## config.mk

```make
export PLATFORM = sky130hd
export DESIGN_NAME = hazard_ctrl
export DESIGN_NICKNAME = d
export VERILOG_FILES = /design/src/rtl/hazard_ctrl.sv
export SDC_FILE = /design/constraint.sdc
export NUM_CORES = 1
export LEC_CHECK = 0
export ABC_AREA = 1
export BUFFER_PORTS_ARGS = -buffer_cell sky130_fd_sc_hd__buf_2
export CAP_MARGIN = 20
export CORE_MARGIN = 2
export CORE_UTILIZATION = 30
export CTS_BUF_LIST = sky130_fd_sc_hd__clkbuf_8 sky130_fd_sc_hd__clkbuf_16
export CTS_CLUSTER_SIZE = 30
export DETAILED_ROUTE_END_ITERATION = 16
export SETUP_SLACK_MARGIN = 0.2
export SYNTH_ARGS = -nofsm -noshare
export SYNTH_HDL_FRONTEND = slang
export SYNTH_SLANG_ARGS = --single-unit
```

## constraint.sdc

```tcl
create_clock -name clk -period 1.7 [get_ports clk]
set_input_delay 0.085 -clock clk [delete_from_list [all_inputs] [get_ports clk]]
set_output_delay 0.085 -clock clk [all_outputs]
set_load 0.05 [all_outputs]
```

## src/rtl/hazard_ctrl.sv

```systemverilog
// Load-use / branch / memory-wait hazard controller for a 5-stage in-order pipeline.
// Control outputs are decoded combinationally from the FSM state and current inputs.
module hazard_ctrl #(
  parameter int ADDR_W   = 5,
  parameter int LOAD_LAT = 1,
  parameter int CNT_W    = 16
) (
  input  logic              clk,
  input  logic              rst_n,
  input  logic [ADDR_W-1:0] id_rs1,
  input  logic [ADDR_W-1:0] id_rs2,
  input  logic              id_use_rs1,
  input  logic              id_use_rs2,
  input  logic [ADDR_W-1:0] ex_rd,
  input  logic              ex_mem_read,
  input  logic              branch_taken,
  input  logic              mem_busy,
  input  logic              cnt_clr,
  output logic              stall_fe,
  output logic              bubble,
  output logic              flush,
  output logic              freeze,
  output logic [CNT_W-1:0]  stall_count
);

  typedef enum logic {
    IDLE       = 1'b0,
    LOAD_STALL = 1'b1
  } state_t;

  localparam logic [1:0]       LAT_M1  = 2'(LOAD_LAT - 1);
  localparam logic [CNT_W-1:0] CNT_MAX = '1;

  state_t           state_q, state_d;
  logic [1:0]       rem_q, rem_d;
  logic [CNT_W-1:0] stall_count_q, stall_count_d;
  logic             hit;

  // x0 is hard-wired zero, so a load targeting it can never create a dependency.
  assign hit = ex_mem_read && (ex_rd != '0) &&
               ((id_use_rs1 && (id_rs1 == ex_rd)) ||
                (id_use_rs2 && (id_rs2 == ex_rd)));

  always_comb begin
    stall_fe = 1'b0;
    bubble   = 1'b0;
    flush    = 1'b0;
    freeze   = 1'b0;
    state_d  = state_q;
    rem_d    = rem_q;
    if (mem_busy) begin
      freeze = 1'b1;
    end else if (branch_taken) begin
      // A taken branch squashes the dependent instruction, so any pending load stall is moot.
      flush   = 1'b1;
      bubble  = 1'b1;
      state_d = IDLE;
      rem_d   = 2'd0;
    end else if (state_q == LOAD_STALL) begin
      stall_fe = 1'b1;
      bubble   = 1'b1;
      rem_d    = rem_q - 2'd1;
      if (rem_q == 2'd1) begin
        state_d = IDLE;
      end
    end else if (hit) begin
      stall_fe = 1'b1;
      bubble   = 1'b1;
      if (LOAD_LAT > 1) begin
        state_d = LOAD_STALL;
        rem_d   = LAT_M1;
      end
    end
  end

  always_comb begin
    stall_count_d = stall_count_q;
    if (cnt_clr) begin
      stall_count_d = '0;
    end else if ((stall_fe || freeze) && (stall_count_q != CNT_MAX)) begin
      stall_count_d = stall_count_q + CNT_W'(1);
    end
  end

  always_ff @(posedge clk or negedge rst_n) begin
    if (!rst_n) begin
      state_q       <= IDLE;
      rem_q         <= 2'd0;
      stall_count_q <= '0;
    end else begin
      state_q       <= state_d;
      rem_q         <= rem_d;
      stall_count_q <= stall_count_d;
    end
  end

  assign stall_count = stall_count_q;

endmodule

```

### Word-level counts from Yosys, hierarchy flattened

Cells that the tools add are included.

* bitwise logic cells: 1
* eq/ne operators: 4
* reductions and logical operators: 11
* add/sub/neg operators: 2
* mux-type cells: 16

Operator list (count)
* 16-bit two-way mux: 2
* 16-bit by 1-bit adder with 16-bit output (second input constant): 1
* 16-bit != test (second input constant): 1
* 1-bit two-way mux: 12
* 5-bit equality test: 2
* 1-bit logical AND: 5
* 5-bit nonzero test: 1
* 2-bit two-way mux: 2
* 2-bit nonzero test: 2
* 2-bit by 1-bit equality test with 1-bit output (second input constant): 1
* 1-bit logical OR: 2
* 2-bit AND reduction: 1
* 2-bit by 1-bit subtractor with 2-bit output (second input constant): 1
* 1-bit inverter: 1

* word-level logic and storage cells: 37
* input bits: 23
* bits in registers: 19

### Longest topological paths before layout

Gate-level depths: netlist of the first run.

* depth in word-level cells: 12
* depth in mapped cells: 14
* mapped depth without buffers: 13

### Worst setup path before layout of the first run

OpenSTA, ideal clock, no wires.

* kind: reg2reg
* from: register stall_count_q[0] (netlist: stall_count[0])
* to: register stall_count_q[4] (netlist: stall_count[4])
* period minus slack after synthesis: 2129 ps
* library setup time: 121 ps
* stages on the path, launching flop included: 10
* data arrival time: 2008 ps
* path slack: -429 ps
* path through: dfrtp_1 > ha_1 > nand2_1 > nor2_4 > nand3_4 > nor4_4 > nand4_4 > buf_2 > nand4_1 > nand2_1

* cells in the longest elaborated chain, start to end: 3
* elaborated cells on any way between the ends: 6

Ends and longest elaborated chain
* start, declared: line 36 `logic [CNT_W-1:0] stall_count_q, stall_count_d;`
* start signal, assigned: line 93 `stall_count_q <= stall_count_d;`
* 16-bit by 1-bit adder with 16-bit output / 16-bit != test (equally long branches): line 81, 80
* 16-bit two-way mux / 1-bit logical AND (equally long branches): line 80 `end else if ((stall_fe || freeze) && (stall_count_q != CNT_MAX)) begin`
* 16-bit two-way mux / 2-bit nonzero test (equally long branches)

Several ways; a longest one is shown, not always the timed one. The select of a mux whose other input is x is not followed.
A chain may end at the register's enable or synchronous reset.

### Worst setup path after layout of the first run

* from: register stall_count_q[0] (netlist: stall_count[0])
* to: register stall_count_q[2] (netlist: stall_count[2])

The elaborated chain is that of the path after synthesis.

==> impl_metrics.toml, run 1 <==
[worst_hold_path]
hp-class = "in2reg"

[clock_tree]
clk_pin_slew_ns = 0.08
tritoncts = "built"
clockBufferDepth = 2
htreeDepth = 1
clockRootBuffer = "clkbuf_8"
cts-buffers-inserted = 3
clkSinkCount = 19
clk_latency_ns = 0.26

[global_route]
overflow = 0
antenna_found_initial = 0
grt_pass1_vias = 1461
grt_pass1_wl_mm = 6.33
grt_usage = 0.147
grt_max_degree = 28

[sta]
report.final.slew_viol_count = 0
finalCriticalPeriod_ns = 1.74
timing.final.crit_share = 1.03
fin_skew_ns = 0.00757
fmaxAchievable_ghz = 0.574
final_hold_viol_count = 0
setup_viol = 8
setup_slack_ns = -0.0426
slew_headroom = 0.713
grt_setup_unrepaired = "true"
worstMarginPinSlew_ns = 0.431
holdWs_ns = 0.132

[job]
max_cap_violations = 0

[floorplan]
die-area_um2 = 5340
ios = 43
initial_core_util = 0.307
row_count = 25
die_h_um = 73.0
core_area_um2 = 4660
die_w_um = 73.0

[power_and_ir_drop]
peakVddDrop_mv = 0.253
power_leakage_nw = 1.14
pwr_density_cell_nw_per_um2 = 513

[finish]
final_cell_count_no_fill = 319
layout-drive-gt1-share = 0.321
layout_common_cells = "nand2_1, buf_2, inv_1, nand3_1, nor2_1"
final_common_cell = "nand2_1"
nNetsFinal = 291
multi_input_area_um2 = 838
nFillCells = 499
final_core_util = 0.412
areaGrowthSynthToFinish_pct = 34.4
area.sequential_um2 = 480
n_antenna_cell = 0

[synth]
syn_nets = 232
postSynthAreaPerCell_um2 = 6.91
synth_seq_area_share = 0.332
syn_area_um2 = 1430
yosys_warnings = 0
yosysUniqueCellTypes = 32
ys_ff_latch = 19
syn_inst = 207

[outcome]
violations = "negative setup slack"
status = "finished, violations left"

[route]
initialDrtViolationCount = 92
wl_per_cell_um = 11.6
wl_mm = 3.71
via_per_inst = 4.72
antenna_left = 0
vias = 1506
firstDrtPassIters = 4
drcViolationCount = 0

[worst_setup_path]
cp-end-kind = "flip-flop"
path_class = "reg2reg"
startpoint_type = "flip-flop"
worstPathRequired_ns = 1.86
cp_max_fo = 7
arrival_ns = 1.90

[placed_design]
gp_congestion = 0.785
dp_slack_ns = -0.0259
place_inst = 306
place_hpwl_mm = 2.72
io_buffers = 42
-- layer usage --
layer / GRT usage / up-vias / part of all wire
met5: 0 / - / 0
met4: 0.0185 / 0 / 0.0067
li1: - / 787 / -
met1: 0.185 / 689 / 0.47
met2: 0.262 / 28 / 0.49
met3: 0.0304 / 2 / 0.037
-- cell type report --
type | instances | share of cell area
Sequential cell | 19 | 0.250
Inverter | 32 | 0.0625
Multi-Input combinational cell | 149 | 0.436
Clock inverter | 1 | 0.00391
Timing Repair Buffer | 61 | 0.191
Clock buffer | 3 | 0.0215
Tap cell | 54 | 0.0352
-- repair_timing --
item,in CTS,in global routing
setup buffers,5,3
setup endpoints to repair,16,16
pin swaps,9,6
hold buffers,1,0
resized for setup,5,2
endpoints found under the hold margin,19,0
-- cells in the mapped netlist, drive strengths merged --
cell type	n	area share
nor3	2	0.0070
o21ai	3	0.010
a31oi	2	0.0087
clkinv	1	0.0026
a41oi	1	0.0061
clkbuf	3	0.0079
a211oi	1	0.0053
nor4	1	0.015
dfrtp	19	0.33
xnor2	4	0.024
nand3	27	0.10
o21a	1	0.0053
inv	31	0.081
o22ai	1	0.0044
ha	2	0.017
xor2	6	0.037
nor2	20	0.058
nand4	15	0.076
nand2	60	0.16
and3	1	0.0044
o31ai	1	0.0053
buf	4	0.020
a21oi	1	0.0035
-- worst paths after layout --
| check | cells past startpoint | end | startpoint | slack [ns] |
|---|---|---|---|---|
| worst max-delay path | 9 | stall_count[2] | stall_count[0] | -0.04 |
| worst min-delay path | 4 | rem_q[1] | branch_taken | 0.13 |
| worst max register to register | 9 | stall_count[2] | stall_count[0] | -0.04 |
| worst min register to register | 2 | stall_count[14] | stall_count[14] | 0.53 |
| max in group asynchronous | 2 | stall_count[2] | rst_n | 1.09 |
| min in group asynchronous | 2 | stall_count[15] | rst_n | 0.29 |
-- stage by stage --
stage / total power [mW] / area, um^2 / TNS (ns)
floorplan: 0.580 / 1470 / -2.58
global placement: 0.650 / 1770 / 0
detailed placement: 0.650 / 1770 / -0.0777
CTS: 0.992 / 1890 / -0.0306
global route: 1.03 / 1920 / -1.34
finish: 0.986 / 1920 / -0.122
-- where the power goes --
group / switching, mW / leakage, nW / internal [mW]
logic: 0.123 / 0.861 / 0.0634
clock network: 0.171 / 0.0217 / 0.166
registers: 0.00543 / 0.258 / 0.457
total: 0.300 / 1.14 / 0.686
-- flip-flops by register name, summed over array words and instances, names as in the netlist --
| signal | flops |
|---|---|
| rem_q | 2 |
| state_q | 1 |
| stall_count | 16 |
-- worst max-delay path: stages, from the launching register on --
cell and delay (ns):
dfrtp_2 0.40, ha_4 0.15, nand2_4 0.05, nor2_4 0.11, nand3_4 0.09, nor4_4 0.22
nand4_4 0.23, buf_6 0.21, nand4_1 0.10, nand2_1 0.06
-- cell families (layout without fill, tap and decap cells) --
family	count (synthesis)	in the layout	synth area share
XOR/XNOR	10	10	0.0612
flip-flops	19	19	0.332
adder cells (fa/ha/maj)	2	2	0.0175
buffers and inverters	39	97	0.112
AND/OR/NAND/NOR	126	126	0.428
AO/OA/AOI/OAI	11	11	0.0490
Note: power is estimated with default switching activity, not from simulation.
==> run 2, diff against run 1 <==
Settings changed: CELL_PAD_IN_SITES_DETAIL_PLACEMENT set to 0, CELL_PAD_IN_SITES_GLOBAL_PLACEMENT set to 2, CORE_UTILIZATION 30 to 24, PLACE_DENSITY_LB_ADDON set to 0.1.
==> run 2 against run 1 <==
Net effect: the flow now finishes without violations; worst hold slack improved by 0.016 ns; clock power is 5.9% lower; clock skew shrank 0.0041 ns; sequential power about the same; sequential share of layout area is 0.34 points lower; core utilization decreased by 7.9 points; setup slack improved by 0.051 ns; via count fell by 0.60%; first-iteration DRC count down 48%; final cell count up 6.6%; sequential cell count unchanged; largest cell class unchanged; die area is 24% higher.
==> impl_metrics.toml, run 2 (same netlist as run 1, synthesis figures left out) <==
[outcome]
status = "completed"

[worst_setup_path]
path_cells = "ha_4, nand2_4, nor2_4, nand3_4, nor4_4, nand4_4, buf_6, nand4_1, nand2_1"
crit_family = "simple AND/OR/NAND/NOR gates"
cp_max_fo = 11
slowest_stage = "dfrtp_2"
worst-path-stages = 9
critPathMaxStageDelay_ns = 0.40
startpoint_type = "flip-flop"
path_class = "reg2reg"
arrival_ns = 1.84
worstPathRequired_ns = 1.85
reg2reg_depth = 9
cp-end-kind = "flip-flop"
cp_num_buf_inv = 1

[worst_hold_path]
hp-class = "in2reg"
whs_path_depth = 3

[floorplan]
core_area_um2 = 5850
die-area_um2 = 6590
row_count = 28
die_h_um = 81.2
die_w_um = 81.2
initial_core_util = 0.244
ios = 43

[sta]
worstMarginPinSlew_ns = 0.457
finalSetupTns_ns = 0
slew_headroom = 0.695
grt_setup_unrepaired = "true"
finalCriticalPeriod_ns = 1.69
setup_viol = 0
report.final.slew_viol_count = 0
final_hold_viol_count = 0
fmaxAchievable_ghz = 0.591
timing.final.crit_share = 0.995
fin_skew_ns = 0.00343

[power_and_ir_drop]
peakVddDrop_mv = 0.304
pwr_density_cell_nw_per_um2 = 495
power_leakage_nw = 1.14

[global_route]
overflow = 0
grt_max_degree = 20
grt_pass1_wl_mm = 6.96
grt_pass1_vias = 1501
antenna_found_initial = 0
grt_usage = 0.135

[finish]
area.sequential_um2 = 480
layout_common_cells = "nand2_1, buf_2, inv_1, nand3_1"
final_cell_count_no_fill = 340
fin_area_um2 = 1950
areaGrowthSynthToFinish_pct = 36.2
multi_input_area_um2 = 846
nFillCells = 644
nNetsFinal = 291
layout-drive-gt1-share = 0.325
largest_reg_flops = 16
final_common_cell = "nand2_1"
n_antenna_cell = 0

[route]
wl_mm = 3.91
antenna_left = 0
vias = 1497
drcViolationCount = 0
initialDrtViolationCount = 48
via_per_inst = 4.40
firstDrtPassIters = 4
wl_per_cell_um = 11.5

[clock_tree]
clockRootBuffer = "clkbuf_8"
clockBufferDepth = 2
clkSinkCount = 19
tritoncts = "built"
htreeDepth = 1
cts-buffers-inserted = 3
clk_latency_ns = 0.26
clk_pin_slew_ns = 0.08

[placed_design]
place_hpwl_mm = 3.08
place_inst = 332
io_buffers = 42
placed_area_um2 = 1840
gp_congestion = 0.752

[job]
max_cap_violations = 0
run 2: report_power, final:
part	internal, mW	total, mW	switching, mW
logic	0.0624	0.185	0.123
clock network	0.161	0.317	0.156
registers	0.457	0.463	0.00613
total	0.680	0.965	0.285
run 2: path summary, 6_finish.rpt:
kind,start,endpoint,slack (ns)
min,mem_busy,state_q,0.15
max in group asynchronous,rst_n,stall_count[0],1.05
min in group asynchronous,rst_n,rem_q[1],0.30
max reg2reg,stall_count[1],stall_count[4],0.008
min reg2reg,stall_count[3],stall_count[3],0.53
max,stall_count[1],stall_count[4],0.008
run 2: worst min-delay path, delay by kind of cell:
family,cells,cell delay [ns]
AOI/OAI and AO/OA,1,0.07
buffers and inverters,2,0.21
run 2: per-layer routing:
metal | share of wire | routed length, um | global-route usage
met1 | 0.51 | 1980 | 0.189
met2 | 0.46 | 1810 | 0.219
met3 | 0.029 | 115 | 0.0211
met4 | 0.0036 | 14 | 0.0254
met5 | 0 | 0 | 0
run 2: stage by stage:
stage | hold slack (ns) | worst slack, ns | power, mW | utilization
floorplan | -0.211 | -0.205 | 0.580 | -
global route | 0.162 | -0.137 | 1.03 | 0.333
CTS | 0.146 | 0.0157 | 0.984 | 0.325
finish | 0.149 | 0.00817 | 0.965 | 0.333
detailed placement | 0.0690 | -0.0115 | 0.658 | 0.314
global placement | 0.0704 | 0.0451 | 0.661 | 0.314
run 2: cell type report:
type                            count  share of cell area
Inverter                           32              0.0617
Timing Repair Buffer               61               0.186
Clock buffer                        3              0.0212
Tap cell                           75              0.0482
Multi-Input combinational cell    149               0.434
Clock inverter                      1             0.00193
Sequential cell                    19               0.247
run 2: repair_timing:
item / CTS / global route
setup endpoints to repair: 16 / 16
hold endpoints to repair: 19 / 0
hold buffers: 1 / 0
buffers inserted: 1 / 2
resized for setup: 1 / 7
pin swaps: 0 / 4
==> run 3, diff against run 2 <==
Settings changed: CORE_MARGIN 2 to not set, CORE_UTILIZATION 24 to 27.
Clock period 1.7 ns to 1.66 ns, I/O delays scaled along.
==> run 3 against run 2 <==
Net effect: sequential share of layout area shrank 0.48 points; maximum frequency up 4.5%; worst hold slack got worse by 0.012 ns; critical path depth grew 1; critical endpoint is now stall_count[10].
==> impl_metrics.toml, run 3 (same netlist as run 1, synthesis figures left out) <==
[global_route]
overflow = 0
grt_pass1_wl_mm = 6.58
grt_max_degree = 28
grt_pass1_vias = 1369
grt_usage = 0.154
antenna_found_initial = 0

[route]
drcViolationCount = 0
wl_mm = 3.94
antenna_left = 0
via_per_inst = 4.38
wl_per_cell_um = 11.6
vias = 1486
initialDrtViolationCount = 71
firstDrtPassIters = 4

[worst_setup_path]
arrival_ns = 1.82
cp-end-kind = "flip-flop"
worstPathRequired_ns = 1.86
crit_family = "simple AND/OR/NAND/NOR gates"
path_class = "reg2reg"
reg2reg_depth = 10
critPathMaxStageDelay_ns = 0.39
cp_max_fo = 8
slowest_stage = "dfrtp_2"
startpoint_type = "flip-flop"
cp_num_buf_inv = 1
worst-path-stages = 10
path_cells = "ha_4, nand2_4, nor2_4, nand3_4, nor4_4, nand4_4, buf_6, nand2_8, nand3_1, nand2_1"

[sta]
report.final.slew_viol_count = 0
finalCriticalPeriod_ns = 1.62
final_hold_viol_count = 0
timing.final.crit_share = 0.975
setup_viol = 0
holdWs_ns = 0.136
worstMarginPinSlew_ns = 0.452
fin_skew_ns = 0.00451
slew_headroom = 0.699
grt_setup_unrepaired = "true"
fmaxAchievable_ghz = 0.618
setup_slack_ns = 0.0409

[power_and_ir_drop]
peakVddDrop_mv = 0.379
power.total_mw = 1.02
power_leakage_nw = 1.16
pwr_density_cell_nw_per_um2 = 512

[clock_tree]
clockBufferDepth = 2
htreeDepth = 1
clk_pin_slew_ns = 0.08
clockRootBuffer = "clkbuf_8"
cts-buffers-inserted = 3
clk_latency_ns = 0.26
tritoncts = "built"
clkSinkCount = 19

[placed_design]
dp_slack_ns = 0.0227
gp_congestion = 0.748
placed_area_um2 = 1850
place_hpwl_mm = 2.94
io_buffers = 42

[finish]
final_core_util = 0.389
areaGrowthSynthToFinish_pct = 38.9
fin_area_um2 = 1990
largest_reg_flops = 16
n_antenna_cell = 0
layout-drive-gt1-share = 0.331
nNetsFinal = 295
final_common_cell = "nand2_1"
layout_common_cells = "nand2_1, buf_2, inv_1, nand3_1"

[job]
max_cap_violations = 0

[floorplan]
core_area_um2 = 5110
row_count = 26
ios = 43
die_w_um = 74.8
die_h_um = 74.8
die-area_um2 = 5590
initial_core_util = 0.280

[worst_hold_path]
whs_path_depth = 3
hp-class = "in2reg"

[outcome]
status = "completed"
## run 3: cell count changes in the layout (fill, tap and decap cells not counted)
cell	change
nand2_8	+1
nor2_1	+2
nand3_2	+1
buf_4	+2
nor2_2	-2
nand3_1	-1
nor3_2	-1
buf_6	+1
inv_1	-1
clkinvlp_4	+1
nor3_1	+1
## run 3: per-layer routing
metal / share of wire / global-route usage
met4: 0.0020 / 0.0252
met5: 0 / 0
met2: 0.44 / 0.244
met3: 0.046 / 0.0321
met1: 0.52 / 0.221
## run 3: what timing repair did
action                                  in CTS  in global routing
gates cloned                                 1                  0
buffers inserted                             4                  0
resized for setup                            5                  3
pin swaps                                    0                  2
hold endpoints to repair                    19                  0
hold buffers                                 1                  0
endpoints found under the setup margin      16                 16
## run 3: worst register-to-register path: cells and delay by family, from the launching register on
family | cells | cell delay, ns
flip-flops | 1 | 0.39
buffers and inverters | 1 | 0.17
AND/OR/NAND/NOR | 8 | 0.84
adder cells (fa/ha/maj) | 1 | 0.15
## run 3: worst paths after layout
path	slack [ns]	endpoint	startpoint
max in group asynchronous	1.03	stall_count[0]	rst_n
max	0.04	stall_count[10]	stall_count[0]
max reg2reg	0.04	stall_count[10]	stall_count[0]
min	0.14	state_q	mem_busy
min reg2reg	0.53	rem_q[0]	rem_q[0]
min in group asynchronous	0.29	stall_count[8]	rst_n
## run 3: layout make-up
class                      instances  area [um^2]
clock buffer                       3         41.3
sequential                        19          480
multi-input combinational        150          861
inverter                          32          120
fill                             563         3120
tap                               70         87.6
timing repair buffer              64          389
clock inverter                     1         7.51
## run 3: through the flow
stage	setup TNS, ns	cells
global placement	0	329
finish	0	339
global route	-1.19	339
CTS	0	339
floorplan	-3.22	207
detailed placement	0	329
## run 3: power by group
group | switching (mW) | total, mW | leakage, nW | internal (mW)
Sequential | 0.00549 | 0.473 | 0.258 | 0.468
Combinational | 0.131 | 0.198 | 0.883 | 0.0674
Clock | 0.176 | 0.346 | 0.0217 | 0.170
